## config.mk

```make
export PLATFORM = sky130hd
export DESIGN_NAME = tff_count_sequencer
export DESIGN_NICKNAME = d
export VERILOG_FILES = /design/src/rtl/tff_count_sequencer.sv
export SDC_FILE = /design/constraint.sdc
export NUM_CORES = 1
export LEC_CHECK = 0
export CORE_MARGIN = 3
export CORE_UTILIZATION = 41
export DETAILED_ROUTE_END_ITERATION = 16
export PLACE_DENSITY = 0.73
export SLEW_MARGIN = 30
export SYNTH_ARGS = -nofsm -noshare
export SYNTH_HDL_FRONTEND = slang
export SYNTH_SLANG_ARGS = --single-unit
export TNS_END_PERCENT = 20
```

## constraint.sdc

```tcl
create_clock -name clk -period 2.2 [get_ports clk]
set_input_delay 0.44 -clock clk [delete_from_list [all_inputs] [get_ports clk]]
set_output_delay 0.44 -clock clk [all_outputs]
set_load 0.01 [all_outputs]
```

## src/rtl/tff_count_sequencer.sv

```systemverilog
// Sequencer for a W-bit bank of T flip-flops acting as a programmable modulo counter.
// It produces the per-bit toggle vector and holds the bank state, with start/stop/pause and one-shot or continuous modes.
module tff_count_sequencer #(
  parameter int W = 4
) (
  input  logic         clk,
  input  logic         rst,
  input  logic         start,
  input  logic         stop,
  input  logic         en,
  input  logic         mode_cont,
  input  logic [W-1:0] modulus,
  output logic [W-1:0] t_vec,
  output logic [W-1:0] count,
  output logic         busy,
  output logic         wrap,
  output logic         done
);

  typedef enum logic [1:0] {
    IDLE = 2'd0,
    RUN  = 2'd1,
    DONE = 2'd2
  } state_t;

  state_t       state;
  state_t       state_nxt;
  logic [W-1:0] mod_r;
  logic         cont_r;
  logic         terminal;
  logic         accept;
  logic [W-1:0] inc_t;

  assign accept = (state == IDLE) && start && !stop;

  // A stored modulus of 0 means the full 2**W range, so the terminal count is all-ones.
  always_comb begin
    if (mod_r == '0) terminal = (count == '1);
    else             terminal = (count == mod_r - W'(1));
  end

  // Bits that flip on a binary increment: bit i toggles when all lower bits are set.
  assign inc_t = count ^ (count + W'(1));

  always_ff @(posedge clk or posedge rst) begin
    if (rst) state <= IDLE;
    else     state <= state_nxt;
  end

  always_comb begin
    state_nxt = state;
    case (state)
      IDLE: if (accept) state_nxt = RUN;
      RUN: begin
        if (stop)                            state_nxt = IDLE;
        else if (en && terminal && !cont_r)  state_nxt = DONE;
      end
      DONE:    state_nxt = IDLE;
      default: state_nxt = IDLE;
    endcase
  end

  always_comb begin
    t_vec = '0;
    wrap  = 1'b0;
    busy  = (state == RUN);
    done  = (state == DONE);
    if (state == RUN && en) begin
      t_vec = terminal ? count : inc_t;
      wrap  = terminal;
    end
  end

  // The bank only evolves by the T-FF rule while running; every other path parks it at zero.
  always_ff @(posedge clk or posedge rst) begin
    if (rst) begin
      count  <= '0;
      mod_r  <= '0;
      cont_r <= 1'b0;
    end else begin
      if (accept) begin
        mod_r  <= modulus;
        cont_r <= mode_cont;
      end
      if (state == RUN && !stop) count <= count ^ t_vec;
      else                       count <= '0;
    end
  end

endmodule

```

==> flow_summary.html <==
<table>
<tr><th>Metric</th><th>Value</th></tr>
<tr><th colspan="2">Detailed routing</th></tr>
<tr><td>Post-route DRC violation count</td><td>0</td></tr>
<tr><td>Count of vias placed by the detailed router</td><td>754</td></tr>
<tr><td>Metal3 WL</td><td>74 um</td></tr>
<tr><td>Uppermost signal routing layer after detailed routing</td><td>met4</td></tr>
<tr><td>Number of detailed-route iterations in the first pass</td><td>3</td></tr>
<tr><td>Initial drt markers</td><td>14</td></tr>
<tr><td>M1 wire length</td><td>823 um</td></tr>
<tr><td>Post-detailed-route wirelength per cell</td><td>14.0 um</td></tr>
<tr><td>Via density</td><td>5.13</td></tr>
<tr><td>Routed WL</td><td>~2.1 mm</td></tr>
<tr><td>Final ANT Viol Nets</td><td>0</td></tr>
<tr><td>Amount of wire on met2 after detailed routing</td><td>1.07 mm</td></tr>
<tr><th colspan="2">Timing</th></tr>
<tr><td>Fin crit share</td><td>1.22</td></tr>
<tr><td>Maximum clock frequency</td><td>0.373 GHz</td></tr>
<tr><td>Worst setup margin</td><td>-0.479 ns</td></tr>
<tr><td>Min Tclk post-route</td><td>approximately 2.7 ns</td></tr>
<tr><td>Worst-Margin Slew</td><td>slightly above 0.4 ns</td></tr>
<tr><td>RSZ-0062 raised after global routing</td><td>true</td></tr>
<tr><td>Final setup viols</td><td>5</td></tr>
<tr><td>Post-Route Skew</td><td>0.00420 ns</td></tr>
<tr><td>Final hold violation count</td><td>0</td></tr>
<tr><td>Relative slew slack</td><td>0.724</td></tr>
<tr><td>Worst Hold Margin</td><td>0.447 ns</td></tr>
<tr><td>Max-slew violation count</td><td>0</td></tr>
<tr><th colspan="2">Die</th></tr>
<tr><td>Die Span X</td><td>slightly below 50 um</td></tr>
<tr><td>Initial core utilization</td><td>0.460</td></tr>
<tr><td>Floorplan die height</td><td>48.3 um</td></tr>
<tr><td>Placement Rows</td><td>14</td></tr>
<tr><td>I/O Pins</td><td>21</td></tr>
<tr><td>CORE AREA</td><td>0.00159 sq mm</td></tr>
<tr><td>Area of the die</td><td>0.00233 sq mm</td></tr>
<tr><th colspan="2">Pwr</th></tr>
<tr><td>Leakage component of the power</td><td>0.529 nW</td></tr>
<tr><td>Pwr Total</td><td>between 0.0007 and 0.0008 W</td></tr>
<tr><td>Highest ir drop seen on vdd</td><td>635 uV</td></tr>
<tr><td>Pwr per Cell Area</td><td>647 mW/mm^2</td></tr>
<tr><th colspan="2">Clock network</th></tr>
<tr><td>Clock net sink count</td><td>11</td></tr>
<tr><td>Buffer cell driving the clock tree root</td><td>sky130_fd_sc_hd__clkbuf_4</td></tr>
<tr><td># hold bufs at CTS</td><td>0</td></tr>
<tr><td>CTS tree</td><td>built</td></tr>
<tr><td>Count of H-tree levels built during CTS</td><td>1</td></tr>
<tr><td>Clock buffers created by TritonCTS</td><td>3</td></tr>
<tr><td>Clock Latency Late Sink</td><td>0.27 ns</td></tr>
<tr><td>Maximum buffer depth of the clock tree</td><td>2</td></tr>
<tr><td>Clock-pin slew reported for the worst setup and hold paths after clock tree synthesis</td><td>0.07 ns</td></tr>
<tr><th colspan="2">Layout</th></tr>
<tr><td>Ant diodes</td><td>0</td></tr>
<tr><td>Share of layout cells above drive strength 1</td><td>0.390</td></tr>
<tr><td>Layout-stage area growth over the synthesis result</td><td>63.0%</td></tr>
<tr><td>Post-route cell area</td><td>about 0.0012 sq mm</td></tr>
<tr><td>Top library cells by usage in the layout, fill and taps aside</td><td>sky130_fd_sc_hd__buf_4, sky130_fd_sc_hd__clkdlybuf4s50_1, sky130_fd_sc_hd__dfrtp_1</td></tr>
<tr><td>Non-filler instance count after layout</td><td>147</td></tr>
<tr><td>Most common cell after layout, fill and taps aside</td><td>sky130_fd_sc_hd__buf_4</td></tr>
<tr><td>Final nets</td><td>136</td></tr>
<tr><th colspan="2">GRT</th></tr>
<tr><td>GRT Resource Usage Total</td><td>0.209</td></tr>
<tr><td>Global-route wire length before repair</td><td>3.17 mm</td></tr>
<tr><td>Number of antenna violations at the first check in global routing</td><td>0</td></tr>
<tr><td>Global route total overflow</td><td>0</td></tr>
<tr><td>Maximum number of pins on one net before global-route repair</td><td>12</td></tr>
<tr><td>Via count of the first global-routing pass</td><td>between 700 and 800</td></tr>
<tr><th colspan="2">Synth</th></tr>
<tr><td>Library cells used by synthesis</td><td>32</td></tr>
<tr><td>Most area-consuming cells after synthesis</td><td>sky130_fd_sc_hd__dfrtp_1, sky130_fd_sc_hd__xor2_1, sky130_fd_sc_hd__nand2_1, sky130_fd_sc_hd__mux2_2, sky130_fd_sc_hd__ha_1</td></tr>
<tr><td>Fraction of synthesized cell area taken by the top area cell type</td><td>0.375</td></tr>
<tr><td>Seq/Total Area, Yosys</td><td>0.375</td></tr>
<tr><td>Cell taking the most area after synthesis</td><td>sky130_fd_sc_hd__dfrtp_1</td></tr>
<tr><td>Synthesized Nets</td><td>89</td></tr>
<tr><td>Synthesized instance count</td><td>77</td></tr>
<tr><td>Flip-flop and latch count after synthesis</td><td>11</td></tr>
<tr><td>Per-instance average area after synthesis</td><td>approximately 9.5 sq um</td></tr>
<tr><td>Netlist area before placement</td><td>733 sq um</td></tr>
<tr><td>Synthesis Warnings</td><td>0</td></tr>
<tr><th colspan="2">Critical path</th></tr>
<tr><td>Startpoint type of the worst setup path</td><td>register</td></tr>
<tr><td>Critical setup path kind</td><td>reg -&gt; out</td></tr>
<tr><td>Arrival time of the worst setup path</td><td>2.24 ns</td></tr>
<tr><td>Crit end category</td><td>primary output</td></tr>
<tr><td>Required @ worst endpoint</td><td>1.76 ns</td></tr>
<tr><td>Largest fanout of any net on the critical path</td><td>4</td></tr>
<tr><th colspan="2">Placed design</th></tr>
<tr><td>Number of port buffers</td><td>20</td></tr>
<tr><td>Post-placement cell count</td><td>138</td></tr>
<tr><td>Dpl hpwl</td><td>about 1.5 mm</td></tr>
<tr><td>Routability congestion estimate from global placement</td><td>0.790</td></tr>
<tr><td>Placed inst area</td><td>0.00109 sq mm</td></tr>
<tr><th colspan="2">Min path</th></tr>
<tr><td>Type of the most critical hold path</td><td>in -&gt; async</td></tr>
<tr><th colspan="2">Status</th></tr>
<tr><td>Violated checks</td><td>setup timing</td></tr>
<tr><td>Status</td><td>finished with violations</td></tr>
<tr><th colspan="2">Run</th></tr>
<tr><td>Max Cap Violations</td><td>0</td></tr>
</table>
[power breakdown]
| group | leakage (nW) | switching, W | internal, W |
|---|---|---|---|
| sequential | 0.142 | 0.0000213 | 0.000228 |
| clock | 0.0150 | 0.0000706 | 0.0000703 |
| combinational | 0.372 | 0.000169 | 0.000214 |
| total | 0.529 | 0.000261 | 0.000513 |
[cell usage after synthesis]
cell type / instances
sky130_fd_sc_hd__a21oi_1: 3
sky130_fd_sc_hd__inv_1: 4
sky130_fd_sc_hd__nand2b_1: 2
sky130_fd_sc_hd__o21ai_1: 1
sky130_fd_sc_hd__or4b_1: 1
sky130_fd_sc_hd__nor3b_1: 1
sky130_fd_sc_hd__nor2b_1: 4
sky130_fd_sc_hd__nor4_1: 1
sky130_fd_sc_hd__xor2_2: 1
sky130_fd_sc_hd__o311a_2: 1
sky130_fd_sc_hd__nor3_4: 1
sky130_fd_sc_hd__a31oi_1: 1
sky130_fd_sc_hd__mux2_2: 3
sky130_fd_sc_hd__dfrtp_1: 11
sky130_fd_sc_hd__a211oi_1: 3
sky130_fd_sc_hd__or2_2: 1
sky130_fd_sc_hd__or3_1: 2
sky130_fd_sc_hd__nand2_1: 9
sky130_fd_sc_hd__xnor2_1: 1
sky130_fd_sc_hd__and2_2: 1
sky130_fd_sc_hd__and3_1: 2
sky130_fd_sc_hd__ha_1: 2
sky130_fd_sc_hd__nand3_1: 2
sky130_fd_sc_hd__o21ai_0: 5
sky130_fd_sc_hd__nand3b_1: 2
sky130_fd_sc_hd__and2_1: 1
sky130_fd_sc_hd__and4b_1: 1
sky130_fd_sc_hd__mux2i_1: 2
sky130_fd_sc_hd__nor2_1: 2
sky130_fd_sc_hd__xor2_1: 4
sky130_fd_sc_hd__nor4b_2: 1
sky130_fd_sc_hd__buf_2: 1
[repair_timing]
action / CTS / global route
hold endpoints to repair: 0 / 0
pin swaps: 4 / 4
resized for setup: 24 / 9
setup endpoints to repair: 5 / 6
setup buffers: 4 / 1
[worst max-delay path, cell delays in order, from the launching register on]
cell	delay, ns
sky130_fd_sc_hd__dfrtp_1	0.39
sky130_fd_sc_hd__or4b_4	0.54
sky130_fd_sc_hd__o311a_4	0.14
sky130_fd_sc_hd__xor2_2	0.16
sky130_fd_sc_hd__nor3_4	0.19
sky130_fd_sc_hd__buf_4	0.15
sky130_fd_sc_hd__mux2i_2	0.22
sky130_fd_sc_hd__buf_2	0.18
[per-layer routing]
metal / up-vias / global-route usage
met5: - / 0
met4: 0 / 0.140
met3: 8 / 0.0480
met2: 17 / 0.352
met1: 359 / 0.231
li1: 370 / -
[kinds of logic after synthesis]
| family | after synthesis | share of synthesized area |
|---|---|---|
| AOI/OAI and AO/OA | 14 | 0.116 |
| DFF | 11 | 0.375 |
| muxes | 5 | 0.0734 |
| adders and majority gates | 2 | 0.0341 |
| and+or+nand+nor | 34 | 0.292 |
| buffers and inverters | 5 | 0.0273 |
| xor gates and xnor gates | 6 | 0.0819 |
[per-stage QoR]
stage	setup TNS, ns	utilization	worst slack, ns
after floorplan	-0.145	-	-0.0507
after global placement	-2.31	0.686	-0.477
after detailed placement	-2.64	0.686	-0.605
after CTS	-2.20	0.732	-0.510
after global routing	-2.36	0.750	-0.571
final	-1.84	0.750	-0.479
[flip-flops by register name, summed over array words and instances, names as in the netlist]
name,count
mod_r,4
cont_r,1
count,4
state,2
[worst paths after layout]
path                       startpoint  cells after the start  slack [ns]        to
max                          mod_r[1]                      7       -0.48  t_vec[2]
min                               rst                      2        0.45    cont_r
max reg2reg                  mod_r[1]                      8        0.12  count[2]
min reg2reg                    cont_r                      1        0.54    cont_r
max in group asynchronous         rst                      2        1.46  mod_r[2]
min in group clk               cont_r                      1        0.54    cont_r
[layout make-up]
class                           count  area [sq um]
Multi-Input combinational cell     61           490
Tap cell                           24          30.0
Timing Repair Buffer               43           358
Inverter                            4          15.0
Sequential cell                    11           275
Clock buffer                        4          26.3
Fill cell                         114           399
(Power assumes the default switching activity.)
